### config.mk
export PLATFORM = sky130hd
export DESIGN_NAME = lc3_mem_arbiter_flat
export DESIGN_NICKNAME = d
export VERILOG_FILES = /design/src/rtl/lc3_mem_arbiter_pkg.sv /design/src/rtl/lc3_mem_arbiter_if.sv /design/src/rtl/lc3_rr_picker.sv /design/src/rtl/lc3_mem_arbiter.sv /design/src/flat_wrapper.sv
export SDC_FILE = /design/constraint.sdc
export NUM_CORES = 1
export LEC_CHECK = 0
export CAP_MARGIN = 25
export CORE_MARGIN = 1.5
export CORE_UTILIZATION = 24
export DETAILED_ROUTE_END_ITERATION = 10
export PLACE_DENSITY = 0.64
export RECOVER_POWER = 100
export SKIP_LAST_GASP = 1
export SLEW_MARGIN = 20
export SYNTH_ARGS = -nofsm -noshare
export SYNTH_HDL_FRONTEND = slang
export SYNTH_SLANG_ARGS = --single-unit
### constraint.sdc
create_clock -name clk -period 1.95 [get_ports clk]
set_input_delay 0.4875 -clock clk [delete_from_list [all_inputs] [get_ports clk]]
set_output_delay 0.4875 -clock clk [all_outputs]
set_load 0.01 [all_outputs]
### src/rtl/lc3_mem_arbiter_pkg.sv
// Shared types and constants for the LC-3 unified memory port arbiter.
package lc3_mem_pkg;

   localparam int ADDR_W    = 16;
   localparam int DATA_W    = 16;
   localparam int NUM_PORTS = 3;

   localparam int PORT_TB    = 0;
   localparam int PORT_DATA  = 1;
   localparam int PORT_FETCH = 2;

   typedef enum logic {
      IDLE = 1'b0,
      BUSY = 1'b1
   } arb_state_t;

endpackage

### src/rtl/lc3_mem_arbiter_if.sv
// Requester-side and memory-side signals of the arbiter, bundled into one interface.
interface lc3_mem_arbiter_if
   import lc3_mem_pkg::*;
#(
   parameter int ADDRESS_WIDTH = ADDR_W,
   parameter int DATA_WIDTH    = DATA_W,
   parameter int NUM_REQ       = NUM_PORTS
);

   logic [NUM_REQ-1:0]                    req;
   logic [NUM_REQ-1:0]                    req_we;
   logic [NUM_REQ-1:0][ADDRESS_WIDTH-1:0] req_addr;
   logic [NUM_REQ-1:0][DATA_WIDTH-1:0]    req_wdata;
   logic [NUM_REQ-1:0]                    gnt;
   logic [NUM_REQ-1:0]                    done;
   logic                                  err;
   logic [DATA_WIDTH-1:0]                 rdata;

   logic                                  mem_req;
   logic                                  mem_we;
   logic [ADDRESS_WIDTH-1:0]              mem_addr;
   logic [DATA_WIDTH-1:0]                 mem_wdata;
   logic                                  mem_ready;
   logic [DATA_WIDTH-1:0]                 mem_rdata;

   // master = the arbiter; slave = requesters plus the memory model
   modport master (
      input  req, req_we, req_addr, req_wdata, mem_ready, mem_rdata,
      output gnt, done, err, rdata, mem_req, mem_we, mem_addr, mem_wdata
   );

   modport slave (
      output req, req_we, req_addr, req_wdata, mem_ready, mem_rdata,
      input  gnt, done, err, rdata, mem_req, mem_we, mem_addr, mem_wdata
   );

endinterface

### src/rtl/lc3_rr_picker.sv
// Combinational round-robin picker: first eligible bit above last_idx, wrapping.
module lc3_rr_picker #(
   parameter int N     = 3,
   parameter int IDX_W = (N > 1) ? $clog2(N) : 1
) (
   input  logic [N-1:0]     eligible,
   input  logic [IDX_W-1:0] last_idx,
   output logic [N-1:0]     winner_oh,
   output logic [IDX_W-1:0] winner_idx,
   output logic             valid
);

   localparam logic [IDX_W-1:0] IDX_LAST = IDX_W'(N - 1);

   logic [IDX_W-1:0] scan;
   logic             found;

   // NOTE: every comb output gets a default first so no path leaves it unassigned (no latch).
   always_comb begin
      winner_oh  = '0;
      winner_idx = '0;
      found      = 1'b0;
      scan       = last_idx;
      for (int i = 0; i < N; i++) begin
         scan = (scan == IDX_LAST) ? '0 : scan + IDX_W'(1);
         if (!found && eligible[scan]) begin
            found             = 1'b1;
            winner_oh[scan]   = 1'b1;
            winner_idx        = scan;
         end
      end
   end

   assign valid = |eligible;

endmodule

### src/rtl/lc3_mem_arbiter.sv
// Round-robin arbiter sharing the single LC-3 memory port; one transaction in flight with watchdog.
module lc3_mem_arbiter
   import lc3_mem_pkg::*;
#(
   parameter int ADDRESS_WIDTH = ADDR_W,
   parameter int DATA_WIDTH    = DATA_W,
   parameter int NUM_REQ       = NUM_PORTS,
   parameter int TIMEOUT       = 64
) (
   input  logic              clk,
   input  logic              reset,
   lc3_mem_arbiter_if.master bus
);

   localparam int IDX_W = (NUM_REQ > 1) ? $clog2(NUM_REQ) : 1;
   localparam int TMR_W = $clog2(TIMEOUT);
   localparam logic [IDX_W-1:0] IDX_LAST = IDX_W'(NUM_REQ - 1);
   localparam logic [TMR_W-1:0] TMR_LAST = TMR_W'(TIMEOUT - 1);

   arb_state_t               state_q,     state_d;
   logic [NUM_REQ-1:0]       gnt_q,       gnt_d;
   logic [NUM_REQ-1:0]       done_q,      done_d;
   logic                     err_q,       err_d;
   logic [DATA_WIDTH-1:0]    rdata_q,     rdata_d;
   logic                     mem_req_q,   mem_req_d;
   logic                     mem_we_q,    mem_we_d;
   logic [ADDRESS_WIDTH-1:0] mem_addr_q,  mem_addr_d;
   logic [DATA_WIDTH-1:0]    mem_wdata_q, mem_wdata_d;
   logic [IDX_W-1:0]         owner_q,     owner_d;
   logic [IDX_W-1:0]         last_q,      last_d;
   logic [TMR_W-1:0]         timer_q,     timer_d;

   logic [NUM_REQ-1:0] eligible;
   logic [NUM_REQ-1:0] pick_oh;
   logic [IDX_W-1:0]   pick_idx;
   logic               pick_valid;
   logic               finish;

   // A requester in its done cycle is masked so it cannot be re-granted immediately.
   assign eligible = bus.req & ~done_q;

   lc3_rr_picker #(
      .N     (NUM_REQ),
      .IDX_W (IDX_W)
   ) u_picker (
      .eligible   (eligible),
      .last_idx   (last_q),
      .winner_oh  (pick_oh),
      .winner_idx (pick_idx),
      .valid      (pick_valid)
   );

   always_comb begin
      state_d     = state_q;
      gnt_d       = gnt_q;
      done_d      = '0;
      err_d       = 1'b0;
      rdata_d     = rdata_q;
      mem_req_d   = mem_req_q;
      mem_we_d    = mem_we_q;
      mem_addr_d  = mem_addr_q;
      mem_wdata_d = mem_wdata_q;
      owner_d     = owner_q;
      last_d      = last_q;
      timer_d     = timer_q;
      finish      = 1'b0;

      unique case (state_q)
         IDLE: begin
            if (pick_valid) begin
               state_d     = BUSY;
               gnt_d       = pick_oh;
               mem_req_d   = 1'b1;
               mem_we_d    = bus.req_we[pick_idx];
               mem_addr_d  = bus.req_addr[pick_idx];
               mem_wdata_d = bus.req_wdata[pick_idx];
               owner_d     = pick_idx;
               timer_d     = '0;
            end
         end
         BUSY: begin
            if (bus.mem_ready) begin
               finish = 1'b1;
               if (!mem_we_q) rdata_d = bus.mem_rdata;
            end else if (timer_q == TMR_LAST) begin
               finish = 1'b1;
               err_d  = 1'b1;
            end else begin
               timer_d = timer_q + TMR_W'(1);
            end
            if (finish) begin
               done_d    = gnt_q;
               gnt_d     = '0;
               mem_req_d = 1'b0;
               last_d    = owner_q;
               state_d   = IDLE;
            end
         end
         default: state_d = IDLE;
      endcase
   end

   // NOTE: sequential state uses non-blocking assignment so every flop samples pre-edge values.
   always_ff @(posedge clk) begin
      if (reset) begin
         state_q     <= IDLE;
         gnt_q       <= '0;
         done_q      <= '0;
         err_q       <= 1'b0;
         rdata_q     <= '0;
         mem_req_q   <= 1'b0;
         mem_we_q    <= 1'b0;
         mem_addr_q  <= '0;
         mem_wdata_q <= '0;
         owner_q     <= '0;
         last_q      <= IDX_LAST;
         timer_q     <= '0;
      end else begin
         state_q     <= state_d;
         gnt_q       <= gnt_d;
         done_q      <= done_d;
         err_q       <= err_d;
         rdata_q     <= rdata_d;
         mem_req_q   <= mem_req_d;
         mem_we_q    <= mem_we_d;
         mem_addr_q  <= mem_addr_d;
         mem_wdata_q <= mem_wdata_d;
         owner_q     <= owner_d;
         last_q      <= last_d;
         timer_q     <= timer_d;
      end
   end

   assign bus.gnt       = gnt_q;
   assign bus.done      = done_q;
   assign bus.err       = err_q;
   assign bus.rdata     = rdata_q;
   assign bus.mem_req   = mem_req_q;
   assign bus.mem_we    = mem_we_q;
   assign bus.mem_addr  = mem_addr_q;
   assign bus.mem_wdata = mem_wdata_q;

   // Protocol and invariant properties.
   a_gnt_onehot:  assert property (@(posedge clk) disable iff (reset) $onehot0(gnt_q));
   a_done_onehot: assert property (@(posedge clk) disable iff (reset) $onehot0(done_q));
   a_gnt_memreq:  assert property (@(posedge clk) disable iff (reset) (|gnt_q) |-> mem_req_q);
   a_req_held:    assert property (@(posedge clk) disable iff (reset) (state_q == BUSY) |-> bus.req[owner_q]);
   a_ready_idle:  assert property (@(posedge clk) disable iff (reset) (state_q == IDLE) |-> !bus.mem_ready);

endmodule

### src/flat_wrapper.sv
// flat-port wrapper written by rule: the top's interface ports become plain ports
module lc3_mem_arbiter_flat import lc3_mem_pkg::*;
#(
   parameter int ADDRESS_WIDTH = ADDR_W,
   parameter int DATA_WIDTH    = DATA_W,
   parameter int NUM_REQ       = NUM_PORTS,
   parameter int TIMEOUT       = 64
)
  (clk, reset, bus_req, bus_req_we, bus_req_addr, bus_req_wdata, bus_mem_ready, bus_mem_rdata, bus_gnt, bus_done, bus_err, bus_rdata, bus_mem_req, bus_mem_we, bus_mem_addr, bus_mem_wdata);
  lc3_mem_arbiter_if #(.ADDRESS_WIDTH(ADDRESS_WIDTH), .DATA_WIDTH(DATA_WIDTH), .NUM_REQ(NUM_REQ)) bus_i ();
  input  logic clk;
  input  logic reset;
  input wire logic [$bits(bus_i.req)-1:0] bus_req;
  input wire logic [$bits(bus_i.req_we)-1:0] bus_req_we;
  input wire logic [$bits(bus_i.req_addr)-1:0] bus_req_addr;
  input wire logic [$bits(bus_i.req_wdata)-1:0] bus_req_wdata;
  input wire logic [$bits(bus_i.mem_ready)-1:0] bus_mem_ready;
  input wire logic [$bits(bus_i.mem_rdata)-1:0] bus_mem_rdata;
  output wire logic [$bits(bus_i.gnt)-1:0] bus_gnt;
  output wire logic [$bits(bus_i.done)-1:0] bus_done;
  output wire logic [$bits(bus_i.err)-1:0] bus_err;
  output wire logic [$bits(bus_i.rdata)-1:0] bus_rdata;
  output wire logic [$bits(bus_i.mem_req)-1:0] bus_mem_req;
  output wire logic [$bits(bus_i.mem_we)-1:0] bus_mem_we;
  output wire logic [$bits(bus_i.mem_addr)-1:0] bus_mem_addr;
  output wire logic [$bits(bus_i.mem_wdata)-1:0] bus_mem_wdata;
  assign bus_i.req = bus_req;
  assign bus_i.req_we = bus_req_we;
  assign bus_i.req_addr = bus_req_addr;
  assign bus_i.req_wdata = bus_req_wdata;
  assign bus_i.mem_ready = bus_mem_ready;
  assign bus_i.mem_rdata = bus_mem_rdata;
  assign bus_gnt = bus_i.gnt;
  assign bus_done = bus_i.done;
  assign bus_err = bus_i.err;
  assign bus_rdata = bus_i.rdata;
  assign bus_mem_req = bus_i.mem_req;
  assign bus_mem_we = bus_i.mem_we;
  assign bus_mem_addr = bus_i.mem_addr;
  assign bus_mem_wdata = bus_i.mem_wdata;
  lc3_mem_arbiter #(.ADDRESS_WIDTH(ADDRESS_WIDTH), .DATA_WIDTH(DATA_WIDTH), .NUM_REQ(NUM_REQ), .TIMEOUT(TIMEOUT)) u_core (.clk(clk), .reset(reset), .bus(bus_i));
endmodule
==> run_results.csv <==
group,metric,value,unit
outcome,status,"finished clean",
synth,ys.flop_type,"dfxtp_1",
routing,routedWlPerCell,15.8,um
floorplan,die_w,120,um
placed_design,portBuffers,177,
clock_network,clk_latency,0.33,ns
routing,drt-total-wl,11400,um
finish,post-route-util,0.431,
timing,finalMaxSlewViolations,0,
synth,synth_common_cells,"dfxtp_1, nand2_1, nand3_1",
routing,ant_nets,0,
routing,dr.pass1.iters,4,
clock_network,cts_tree,"done",
synth,synth_cells,350,
synth,synth_cell_types,36,
synth,synth.most_common_cell,"dfxtp_1",
clock_network,holdBufCountCts,0,
timing,setup_viol,0,
timing,fin_crit,1.88,ns
timing,finalHoldViolations,0,
synth,synth_seq_cells,68,
synth,async_reset_ff_frac,0,
finish,multiInputGateArea,0.00163,mm2
critical_path,worst-path-buf-inv,1,
floorplan,die_h,120,um
routing,drc,0,
synth,yosysWarningCount,0,
min_path,hold_path_end,"u_core.bus.rdata[0]",
critical_path,cp-end-kind,"output pin",
routing,via_per_inst,4.63,
synth,synth.cell_area,0.00328,mm2
critical_path,path_depth,1,
critical_path,path_cells,"dlygate4sd3_1",
clock_network,clockRootBuffer,"clkbuf_16",
grt,grt.total_usage,0.161,
critical_path,ff2ff_setup_slack,0.12,ns
floorplan,initial_core_util,0.247,
floorplan,pin_count,178,
timing,period_share,0.963,
critical_path,cp_data_required_time,1.46,ns
critical_path,rr_endpoint,"u_core.bus.mem_wdata[0]",
floorplan,die_area,0.0144,mm2
synth,yosysSeqAreaShare,0.415,
timing,slew_headroom,0.654,
placed_design,placed_cells,703,
synth,yosysTopAreaCell,"dfxtp_1",
grt,grt_antenna_before_repair,0,
clock_network,clockBufferDepth,2,
critical_path,cp.arrival,1.39,ns
grt,first_global_vias,3577,
grt,grt_max_degree,22,
finish,drive_gt1_frac,0.133,
pwr,powerDensity,714,mW/mm2
finish,fillers,1281,
min_path,hp-start,"u_core.bus.rdata[0]",
floorplan,fp-row-count,42,
synth,ys_top_cells_by_area,"dfxtp_1, o221ai_2, mux2i_1, nand3_1, nand2_1",
clock_network,clk_pin_slew,0.06,ns
flow_run,drv_cap,0,
critical_path,critical-path-top-delay-family,"buffers and inverters",
finish,seq_area,0.00136,mm2
timing,clock.fmax,533,MHz
clock_network,cts_num_sinks,68,
timing,worst_slack,0.0724,ns
synth,yosysTopAreaCellShare,0.415,
pwr,worst_ir_drop_vdd,0.000329,V
routing,dr.first_iter.drc_count,159,
finish,nets,666,
synth,syn_area_per_cell,9.37,um2
grt,grt_pass1_wl,17900,um
synth,synth-edff-count,0,
finish,stdcell_count,725,
clock_network,cts_made_buffers,9,
critical_path,crit_type,"reg -> out",
placed_design,gp_congestion,0.823,
routing,num_vias,3354,
placed_design,dp_hpwl,8040,um
pwr,total_power,0.00410,W
critical_path,cp_slowest_stage_delay,0.64,ns
synth,syn_nets,472,
critical_path,rr_worst_depth,7,
grt,gr-total-overflow,0,
placed_design,place_ws,-0.473,ns
finish,area_growth,75.0,%
pwr,p_leak,2.41,nW
critical_path,cp_max_fo,5,
timing,whs,0.454,ns
timing,grt_setup_unrepaired,"false",
timing,fin_skew,0.00664,ns
timing,tightest_slew,0.519,ns
min_path,hold_path.class,"reg -> reg",
floorplan,fp.coreArea,0.0133,mm2
critical_path,start_kind,"flop",
clock_network,htree_levels,3,
min_path,hold_depth,2,
critical_path,reg2reg_from,"u_core.last_q[1]",
finish,n_antenna_cell,0,
critical_path,crit_slowest_cell,"dlygate4sd3_1",
[area by class of cell]
class,count,area share
repair buffers,206,0.366
multi-input cells,222,0.285
flip-flops and latches,68,0.237
clock buffers,10,0.0417
well taps,176,0.0384
inverters,37,0.0242
clock inverters,6,0.00829
[cells in the final DEF, fill, tap and decap left out, types with 2 or more instances in the layout]
cell / count
dfxtp_1: 68
nand2_1: 39
clkbuf_1: 2
xnor2_1: 3
clkinvlp_4: 4
clkdlybuf4s50_1: 118
o221ai_2: 21
a31oi_1: 2
nand3_1: 38
nor3b_1: 4
buf_12: 7
nor2_1: 7
a21oi_1: 24
clkbuf_16: 9
buf_4: 14
dlygate4sd3_1: 58
o21ai_0: 6
inv_1: 36
buf_6: 3
and3_1: 2
mux2i_1: 31
o221ai_1: 12
o211ai_1: 4
nand2b_1: 7
[per-layer routing]
| layer | wire length [um] | global-route usage | vias to the layer above | share of wire |
|---|---|---|---|---|
| met4 | 154 | 0.0536 | 0 | 0.013 |
| met3 | 726 | 0.0461 | 10 | 0.063 |
| met2 | 5860 | 0.301 | 114 | 0.51 |
| met1 | 4710 | 0.173 | 1591 | 0.41 |
| met5 | 0 | 0 | - | 0 |
| li1 | - | - | 1639 | - |
[kinds of logic after synthesis]
family | Yosys count | synth area share
XOR/XNOR | 3 | 0.00802
flip-flops | 68 | 0.415
multiplexers | 33 | 0.101
AO/OA/AOI/OAI | 77 | 0.230
buffers and inverters | 60 | 0.0813
adder cells (fa/ha/maj) | 1 | 0.00382
AND/OR/NAND/NOR | 108 | 0.161
[power breakdown]
group	switching [W]	leakage (nW)	internal (W)	total, W
Combinational	0.000409	1.72	0.000570	0.000979
Clock	0.000661	0.127	0.000902	0.00156
Sequential	0.0000613	0.557	0.00149	0.00156
[sequential cells by signal, indices dropped and copies added, names as in the netlist]
| register | flops |
|---|---|
| u_core.bus.mem_addr | 16 |
| u_core.bus.mem_wdata | 16 |
| u_core.bus.rdata | 16 |
| u_core.timer_q | 6 |
| u_core.bus.done | 3 |
| u_core.bus.gnt | 3 |
| u_core.last_q | 2 |
| u_core.owner_q | 2 |
| u_core.bus.err | 1 |
| u_core.bus.mem_req | 1 |
| u_core.bus.mem_we | 1 |
| u_core.state_q | 1 |
[worst max path at each step]
| stage | to | start |
|---|---|---|
| global route | u_core.bus.mem_wdata[12] | bus_req[1] |
| floorplan | u_core.bus.mem_addr[10] | bus_req[2] |
| detailed placement | u_core.bus.mem_addr[9] | bus_req[2] |
| finish | bus_done[1] | u_core.bus.done[1] |
| CTS | u_core.bus.mem_wdata[1] | bus_req[1] |
| global placement | u_core.bus.mem_wdata[11] | bus_req[2] |
[stage by stage]
stage / setup TNS [ns] / instance area, um2
detailed placement: -14.88 / 5400
finish: 0 / 5740
floorplan: 0 / 3280
CTS: 0 / 5840
global route: 0 / 5740
global placement: -13.83 / 5400
[repair_timing]
item                       CTS  global route
resized for setup           12             1
gates cloned                 3             0
setup endpoints to repair   32             2
pin swaps                    1             0
setup buffers                3             0
Power figures use the tool's default switching activity.
==> patch: new RTL, config.mk and constraints unchanged <==
Take the reset off `rdata_q`, `mem_addr_q` and `mem_wdata_q` and load them in a clocked block of their own.
--- a/src/rtl/lc3_mem_arbiter.sv
+++ b/src/rtl/lc3_mem_arbiter.sv
@@ -107,11 +107,8 @@
          gnt_q       <= '0;
          done_q      <= '0;
          err_q       <= 1'b0;
-         rdata_q     <= '0;
          mem_req_q   <= 1'b0;
          mem_we_q    <= 1'b0;
-         mem_addr_q  <= '0;
-         mem_wdata_q <= '0;
          owner_q     <= '0;
          last_q      <= IDX_LAST;
          timer_q     <= '0;
@@ -120,15 +117,18 @@
          gnt_q       <= gnt_d;
          done_q      <= done_d;
          err_q       <= err_d;
-         rdata_q     <= rdata_d;
          mem_req_q   <= mem_req_d;
          mem_we_q    <= mem_we_d;
-         mem_addr_q  <= mem_addr_d;
-         mem_wdata_q <= mem_wdata_d;
          owner_q     <= owner_d;
          last_q      <= last_d;
          timer_q     <= timer_d;
       end
+   end
+
+   always_ff @(posedge clk) begin
+      rdata_q     <= rdata_d;
+      mem_addr_q  <= mem_addr_d;
+      mem_wdata_q <= mem_wdata_d;
    end
 
    assign bus.gnt       = gnt_q;
Formal check against the unedited RTL: not equivalent (a bounded check fails within 4 cycles, from zero or initial values and one cycle with reset high).
==> patch against the original RTL <==
  * The run now ends with negative setup slack left
  * Sequential cell count is the same
  * Sequential power grew 12%
  * Worst setup slack lost 160 ps
  * Routed wire length shrank 11%
  * Sequential share of layout area grew 7.4 points
  * Cell area grew 3.1%
  * Power grew 6.2%
  * Area after synthesis grew 2.4%
  * Largest cell class unchanged
  * Largest power group unchanged
  * Highest routed layer unchanged
==> patch: results (changes against the original RTL) <==
[global_routing]
grt_pass1_wl_um=15000  ; -16%
grt_pass1_vias=2765  ; -23%
track_usage_pct=13.8  ; -2.3 points

[final_layout]
fin_nets=558  ; -16%
num-fill-cells=1311  ; +2.3%
regArea_um2=1840  ; +35%
layout-drive-gt1-share_pct=24.9  ; +12 points
buf_share_pct=35.1  ; -1.5 points
clock_area_share_pct=4.82  ; -0.17 points
instances_no_fill=621  ; -14%
nClkBuffers=11  ; +1

[synth]
syn-num-nets=348  ; -26%
syn_inst=226  ; -35%
seq_area_frac_synth_pct=54.8  ; +13 points
synth_commonest_cells=56 x mux2_4, 48 x edfxtp_1, 20 x dfxtp_1
synth_edf_count=48  ; +48
syn_area_per_cell_um2=14.9  ; +59%
ys_top_cells_by_area=edfxtp_1 43%, mux2_4 25%, dfxtp_1 12%, a21oi_1 1.6%, mux2_1 1.3%
synthDistinctLibCells=40  ; +11%

[routing]
vias_per_cell=4.31  ; -6.9%
drtIter0Drc=88  ; -45%

[pwr]
total_power_mw=4.35  ; +6.2%
combinationalPowerShare_pct=23.4  ; -0.5 points
clock_power_share_pct=36.7  ; -1.4 points
ir_drop_uv=365  ; +11%

[cts]
ctsResizeCount=19  ; +7
cts_setup_buffers=2  ; -1

[sta]
setup_ws_ps=-89.7  ; -162 ps
clock_skew_ps=5.90  ; -0.742 ps
setup_violations=32  ; +32

[outcome]
violations=negative setup slack
status=finished, violations left

[setup_path]
cp.arrival_ps=2130  ; +740 ps

[place]
dpl_cell_area_um2=5520  ; +2.1%
placedCellCount=600  ; -15%

[patch: cell types whose count changed in the layout (fill, tap and decap cells not counted), moves of 17 or more]
cell | before | now
dfxtp_1 | 68 | 19
nand2_1 | 39 | 10
mux2i_1 | 31 | 1
mux2_4 | 0 | 62
clkdlybuf4s50_1 | 118 | 101
nand3_1 | 38 | 8
inv_1 | 36 | 2
edfxtp_1 | 0 | 48
o221ai_2 | 21 | 0
[patch: worst paths after layout]
| kind | start | to | slack (ps) | cells past startpoint |
|---|---|---|---|---|
| setup / recovery | bus_req[1] | u_core.bus.mem_wdata[0] | -90 | 7 |
| hold / removal | u_core.owner_q[0] | u_core.owner_q[0] | 460 | 2 |
| setup reg to reg | u_core.last_q[0] | u_core.bus.mem_wdata[0] | -90 | 5 |
| hold reg to reg | u_core.owner_q[0] | u_core.owner_q[0] | 460 | 2 |
[patch: critical path: stages]
cell and delay, ps:
clkdlybuf4s15_1 190, buf_4 120, nand2b_1 100, o32a_4 480
buf_12 190, mux2_4 300, mux2_4 250
[patch: layer usage]
| layer | GRT usage, % | vias up | routed length [um] |
|---|---|---|---|
| li1 | - | 1287 | - |
| met1 | 15.4 | 1297 | 4030 |
| met2 | 24.1 | 75 | 5400 |
| met3 | 3.76 | 17 | 480 |
| met4 | 6.99 | 0 | 239 |
| met5 | 0 | - | 0 |
[patch: cell families after synthesis]
| group | Yosys count | share of synthesized area (%) |
|---|---|---|
| flip-flops | 68 | 54.8 |
| multiplexers | 65 | 28.0 |
| buffers and inverters | 12 | 2.98 |
| AND/OR/NAND/NOR | 46 | 7.12 |
| AO/OA/AOI/OAI | 31 | 5.89 |
| XOR/XNOR | 3 | 0.783 |
| adder cells (fa/ha/maj) | 1 | 0.373 |
